$ cat src/rtl/bd_access_seq.sv
// bd_access_seq: turns asynchronous ZX read/write cycles, already decoded to a
// target (W5300, SL811 or internal ports), into fclk-timed chip selects,
// strobes and bus buffer enables with setup / strobe / hold phases.
// One target is granted per Z80 cycle; a new cycle is accepted only after
// the previous one has fully ended.
module bd_access_seq #(
  parameter int CNTW      = 3,
  parameter int SETUP_CYC = 1,
  parameter int STB_W5300 = 3,
  parameter int STB_SL811 = 4,
  parameter int STB_PORTS = 1,
  parameter int HOLD_CYC  = 1
) (
  input  logic fclk,
  input  logic zrst_n,
  input  logic zrd_n,
  input  logic zwr_n,
  input  logic req_w5300,
  input  logic req_sl811,
  input  logic req_ports,
  output logic w5300_cs_n,
  output logic sl811_cs_n,
  output logic ports_wrstb_n,
  output logic brd_n,
  output logic bwr_n,
  output logic bd_oe,
  output logic zd_le,
  output logic zd_oe,
  output logic busy
);

  typedef enum logic [2:0] {S_IDLE, S_SETUP, S_STROBE, S_HOLD, S_WAITEND} state_e;
  typedef enum logic [1:0] {T_W5300, T_SL811, T_PORTS} tgt_e;

  localparam logic [CNTW-1:0] SETUP_LD = CNTW'(SETUP_CYC - 1);
  localparam logic [CNTW-1:0] HOLD_LD  = CNTW'(HOLD_CYC - 1);

  // Phase counter reload value for the strobe phase of each target.
  function automatic logic [CNTW-1:0] stb_ld(input tgt_e t);
    case (t)
      T_W5300: stb_ld = CNTW'(STB_W5300 - 1);
      T_SL811: stb_ld = CNTW'(STB_SL811 - 1);
      default: stb_ld = CNTW'(STB_PORTS - 1);
    endcase
  endfunction

  logic [1:0]      rd_sync_q, wr_sync_q;
  logic            rd_s, wr_s, act, any_req;
  state_e          state_q, state_d;
  tgt_e            tgt_q, tgt_d;
  logic            dir_wr_q, dir_wr_d;
  logic [CNTW-1:0] cnt_q, cnt_d;
  logic            zd_oe_q;
  logic            cs_act, stb_act;

  // Two-flop synchronisers for the raw ZX strobes (active high after this).
  always_ff @(posedge fclk or negedge zrst_n) begin
    if (!zrst_n) begin
      rd_sync_q <= '0;
      wr_sync_q <= '0;
    end else begin
      rd_sync_q <= {rd_sync_q[0], ~zrd_n};
      wr_sync_q <= {wr_sync_q[0], ~zwr_n};
    end
  end

  assign rd_s    = rd_sync_q[1];
  assign wr_s    = wr_sync_q[1];
  assign act     = rd_s | wr_s;
  assign any_req = req_w5300 | req_sl811 | req_ports;

  // Sequencer state, captured target/direction and phase counter.
  always_ff @(posedge fclk or negedge zrst_n) begin
    if (!zrst_n) begin
      state_q  <= S_IDLE;
      tgt_q    <= T_W5300;
      dir_wr_q <= 1'b0;
      cnt_q    <= '0;
    end else begin
      state_q  <= state_d;
      tgt_q    <= tgt_d;
      dir_wr_q <= dir_wr_d;
      cnt_q    <= cnt_d;
    end
  end

  // Next state: target and direction are frozen at start; a strobe that
  // disappears during SETUP/STROBE cuts straight to the hold phase.
  always_comb begin
    state_d  = state_q;
    tgt_d    = tgt_q;
    dir_wr_d = dir_wr_q;
    cnt_d    = cnt_q;
    case (state_q)
      S_IDLE: begin
        if (act && any_req) begin
          dir_wr_d = ~rd_s;
          tgt_d    = req_w5300 ? T_W5300 : (req_sl811 ? T_SL811 : T_PORTS);
          if (SETUP_CYC > 0) begin
            state_d = S_SETUP;
            cnt_d   = SETUP_LD;
          end else begin
            state_d = S_STROBE;
            cnt_d   = stb_ld(tgt_d);
          end
        end
      end
      S_SETUP: begin
        if (!act) begin
          state_d = (HOLD_CYC > 0) ? S_HOLD : S_WAITEND;
          cnt_d   = HOLD_LD;
        end else if (cnt_q == '0) begin
          state_d = S_STROBE;
          cnt_d   = stb_ld(tgt_q);
        end else begin
          cnt_d = cnt_q - CNTW'(1);
        end
      end
      S_STROBE: begin
        if (!act || cnt_q == '0) begin
          state_d = (HOLD_CYC > 0) ? S_HOLD : S_WAITEND;
          cnt_d   = HOLD_LD;
        end else begin
          cnt_d = cnt_q - CNTW'(1);
        end
      end
      S_HOLD: begin
        if (cnt_q == '0) state_d = S_WAITEND;
        else             cnt_d   = cnt_q - CNTW'(1);
      end
      S_WAITEND: begin
        if (!act) state_d = S_IDLE;
      end
      default: state_d = S_IDLE;
    endcase
  end

  // Read-data output enable: rises after the latch pulse, held until the
  // Z80 ends its cycle.
  always_ff @(posedge fclk or negedge zrst_n) begin
    if (!zrst_n)                                  zd_oe_q <= 1'b0;
    else if (zd_le)                               zd_oe_q <= 1'b1;
    else if (state_q == S_WAITEND && !act)        zd_oe_q <= 1'b0;
    else if (state_q == S_IDLE)                   zd_oe_q <= 1'b0;
  end

  assign cs_act  = (state_q == S_SETUP) || (state_q == S_STROBE) || (state_q == S_HOLD);
  assign stb_act = (state_q == S_STROBE);

  assign w5300_cs_n    = ~(cs_act && tgt_q == T_W5300);
  assign sl811_cs_n    = ~(cs_act && tgt_q == T_SL811);
  assign brd_n         = ~(stb_act && tgt_q != T_PORTS && !dir_wr_q);
  assign bwr_n         = ~(stb_act && tgt_q != T_PORTS && dir_wr_q);
  assign ports_wrstb_n = ~(stb_act && tgt_q == T_PORTS && dir_wr_q);
  assign bd_oe         = cs_act && dir_wr_q;
  // Latch on the final strobe cycle of a read that was not aborted.
  assign zd_le         = stb_act && cnt_q == '0 && !dir_wr_q && act;
  assign zd_oe         = zd_oe_q;
  assign busy          = (state_q != S_IDLE);

endmodule
$ cat config.mk
export PLATFORM = sky130hd
export DESIGN_NAME = bd_access_seq
export DESIGN_NICKNAME = d
export VERILOG_FILES = /design/src/rtl/bd_access_seq.sv
export SDC_FILE = /design/constraint.sdc
export NUM_CORES = 1
export LEC_CHECK = 0
export CAP_MARGIN = 20
export CORE_MARGIN = 3
export CORE_UTILIZATION = 39
export CTS_BUF_LIST = sky130_fd_sc_hd__clkbuf_8 sky130_fd_sc_hd__clkbuf_16
export DETAILED_ROUTE_END_ITERATION = 8
export PLACE_DENSITY = 0.64
export SETUP_SLACK_MARGIN = 0.02
export SYNTH_ARGS = -nofsm -noshare
export SYNTH_HDL_FRONTEND = slang
export SYNTH_SLANG_ARGS = --single-unit
$ cat constraint.sdc
create_clock -name fclk -period 1.6 [get_ports fclk]
set_input_delay 0.32 -clock fclk [delete_from_list [all_inputs] [get_ports fclk]]
set_output_delay 0.32 -clock fclk [all_outputs]
set_load 0.05 [all_outputs]
==> impl_metrics.env <==
export IMPL_fmax_mhz=590
export IMPL_synth_cell_area_um2=772
export IMPL_start_kind="flop"
export IMPL_violations="negative setup slack"
export IMPL_r2r_start="cnt_q[1]$_DFFE_PN0P_"
export IMPL_register_area_um2=354
export IMPL_min_period_ns=1.69
export IMPL_p_leak_nw=0.560
export IMPL_die_width_um=50.5
export IMPL_io_buffers=15
export IMPL_holdPathStages=0
export IMPL_path_cells="or4_4, buf_6"
export IMPL_worst_r2r_setup_slack_ns=0.07
export IMPL_hpwlAfterDp_um=1350
export IMPL_die_h_um=50.5
export IMPL_postSynthAreaPerCell_um2=8.87
export IMPL_slew_headroom=0.776
export IMPL_clk_pin_slew_ns=0.06
export IMPL_clock_latency_ns=0.25
export IMPL_routed_via_count=732
export IMPL_cts_buffer_depth=2
export IMPL_cts_tree="yes"
export IMPL_fin_hold_ws_ns=0.361
export IMPL_slowest_delay_ns=0.52
export IMPL_fin_area_um2=1230
export IMPL_worstPathRequired_ns=1.28
export IMPL_drcViolationCount=0
export IMPL_grt_pass1_wl_um=3480
export IMPL_start_util=0.428
export IMPL_postRouteAntennaNets=0
export IMPL_layout_drive_gt1_share=0.432
export IMPL_overflow=0
export IMPL_fillCellCount=153
export IMPL_yosysSeqAreaShare=0.454
export IMPL_final_common_cell="buf_4"
export IMPL_dr_pass1_iters=4
export IMPL_drt_initial_drc_count=17
export IMPL_synth_top_cell_by_area="dfrtp_1"
export IMPL_reg2reg_to="cnt_q[0]$_DFFE_PN0P_"
export IMPL_drv_slew=0
export IMPL_critPathMaxFanout=5
export IMPL_skew_ns=0.00604
export IMPL_htree_levels=1
export IMPL_antenna_found_initial=0
export IMPL_min_to="wr_sync_q[1]$_DFF_PN0_"
export IMPL_cp_slowest_cell="or4_4"
export IMPL_final_hold_viol_count=0
export IMPL_run_status="complete, but fails checks"
export IMPL_r2r_cells=8
export IMPL_path_delay_family="simple AND/OR/NAND/NOR gates"
export IMPL_hold_path_class="flop to flop"
export IMPL_p_per_area_nw_per_um2=2420
export IMPL_syn2layout_area_growth_pct=58.8
export IMPL_grt_pass1_vias=781
export IMPL_die_area_um2=2550
export IMPL_worst_path_buf_inv=1
export IMPL_rows=15
export IMPL_yosysUniqueCellTypes=30
export IMPL_yosysWarnings=0
export IMPL_layout_common_cells="17 x buf_4, 14 x nand2_1, 11 x dfrtp_1"
export IMPL_cap_violations=0
export IMPL_root_buffer="clkbuf_8"
export IMPL_synth_cells=87
export IMPL_diodes=0
export IMPL_setup_ws_ns=-0.0940
export IMPL_critPathKind="flop to output port"
export IMPL_synth_fp_nets=96
export IMPL_routedWlPerCell_um=13.6
export IMPL_cts_sinks=14
export IMPL_netlist_area_leader_share=0.454
export IMPL_grt_setup_unrepaired="yes"
export IMPL_core_area_um2=1800
export IMPL_cts_made_buffers=3
export IMPL_max_slew_worst_pin_slew_ns=0.336
export IMPL_fin_nets=128
export IMPL_place_congestion=0.821
export IMPL_place_area_um2=1020
export IMPL_grt_total_usage=0.183
export IMPL_pin_count=16
export IMPL_wirelength_um=1940
export IMPL_viasPerCell=5.12
export IMPL_end_kind="output port"
export IMPL_setup_violations=5
export IMPL_fin_crit_sh=1.06
export IMPL_critPathLaunch="state_q[2]$_DFFE_PN0P_"
export IMPL_ys_ff_latch=14
export IMPL_multi_input_area_um2=459
export IMPL_hold_start="wr_sync_q[0]$_DFF_PN0_"
export IMPL_grt_max_degree=15
export IMPL_netlist_top_cells_area="dfrtp_1 45%, nand2_1 6.8%, nand2b_1 4.9%, nor2_1 3.4%, ha_1 3.2%"
export IMPL_crit_arrival_ns=1.37
export IMPL_dpl_worst_slack_ns=-0.134
export IMPL_peakVddDrop_uv=1250
export IMPL_setup_tns_ns=-0.257
==> area by class of cell <==
type                    count  area share
clock buffers               4      0.0449
inverters                   5      0.0153
multi-input cells          64       0.374
flip-flops and latches     14       0.289
well taps                  25      0.0255
repair buffers             31       0.251
==> state kept, by name, indices dropped and copies added (netlist names) <==
name	count
zd_oe	1
state_q	3
dir_wr_q	1
tgt_q	2
rd_sync_q	2
wr_sync_q	2
cnt_q	3
==> power breakdown <==
group | switching (W) | internal, W | total [W]
Clock | 0.000124 | 0.000218 | 0.000342
Sequential | 0.000161 | 0.000488 | 0.000649
Combinational | 0.00104 | 0.000934 | 0.00197
==> how the worst max path moves through the flow <==
stage,endpoint,slack (ns),depth (start not counted)
after global placement,cnt_q[0]$_DFFE_PN0P_,-0.13,5
after floorplan,tgt_q[1]$_DFFE_PN0P_,0.02,6
after detailed placement,cnt_q[0]$_DFFE_PN0P_,-0.13,5
after CTS,w5300_cs_n,-0.10,2
after global routing,w5300_cs_n,-0.12,2
final,w5300_cs_n,-0.09,2
==> cells in the mapped netlist <==
cell type,n
dfrtp_1,14
nand2_1,14
nor2_1,7
nand2b_1,6
inv_1,5
a21oi_1,4
o21ai_0,4
nand3_1,3
o31ai_1,3
a21o_1,2
and2_1,2
ha_1,2
nor3_1,2
nor3b_1,2
o21ai_1,2
a311oi_1,1
a32o_1,1
buf_2,1
buf_4,1
buf_6,1
clkbuf_1,1
nand3b_1,1
nor2b_1,1
o2bb2ai_1,1
o31ai_2,1
o32ai_1,1
or2_0,1
or2_2,1
or3_4,1
or4_1,1
==> routing by layer <==
layer  track usage  part of all wire  up-vias
met5             0                 0        -
met4        0.0897             0.025        0
met3        0.0475             0.067        7
met2         0.309              0.49       29
met1         0.214              0.42      336
li1              -                 -      360
==> worst register-to-register path, delay by kind of cell, from the launching register on <==
kind,cells,cell delay [ns]
compound gates,3,0.45
fa+ha+maj,1,0.15
buf+inv,3,0.37
flops,1,0.38
simple gates,1,0.06
==> repair_timing <==
action / 4_1_cts / 5_1_grt
endpoints found under the hold margin: 0 / 0
hold buffers: 0 / 0
gates resized for setup: 24 / 8
pin swaps: 5 / 3
setup buffers: 4 / 2
setup endpoints to repair: 8 / 13
gates cloned: 0 / 0
==> cell families after synthesis <==
group / count (synthesis) / synth area share
AND/OR/NAND/NOR: 42 / 0.277
buffers and inverters: 9 / 0.0600
adder cells (fa/ha/maj): 2 / 0.0324
AO/OA/AOI/OAI: 20 / 0.177
flip-flops: 14 / 0.454
==> metrics by stage <==
step | util | instances | power [W]
global route | 0.681 | 143 | 0.00317
global placement | 0.565 | 133 | 0.00214
finish | 0.681 | 143 | 0.00296
floorplan | - | 87 | 0.00163
CTS | 0.657 | 141 | 0.00282
detailed placement | 0.565 | 133 | 0.00216
Note: power is estimated with default switching activity, not from simulation.
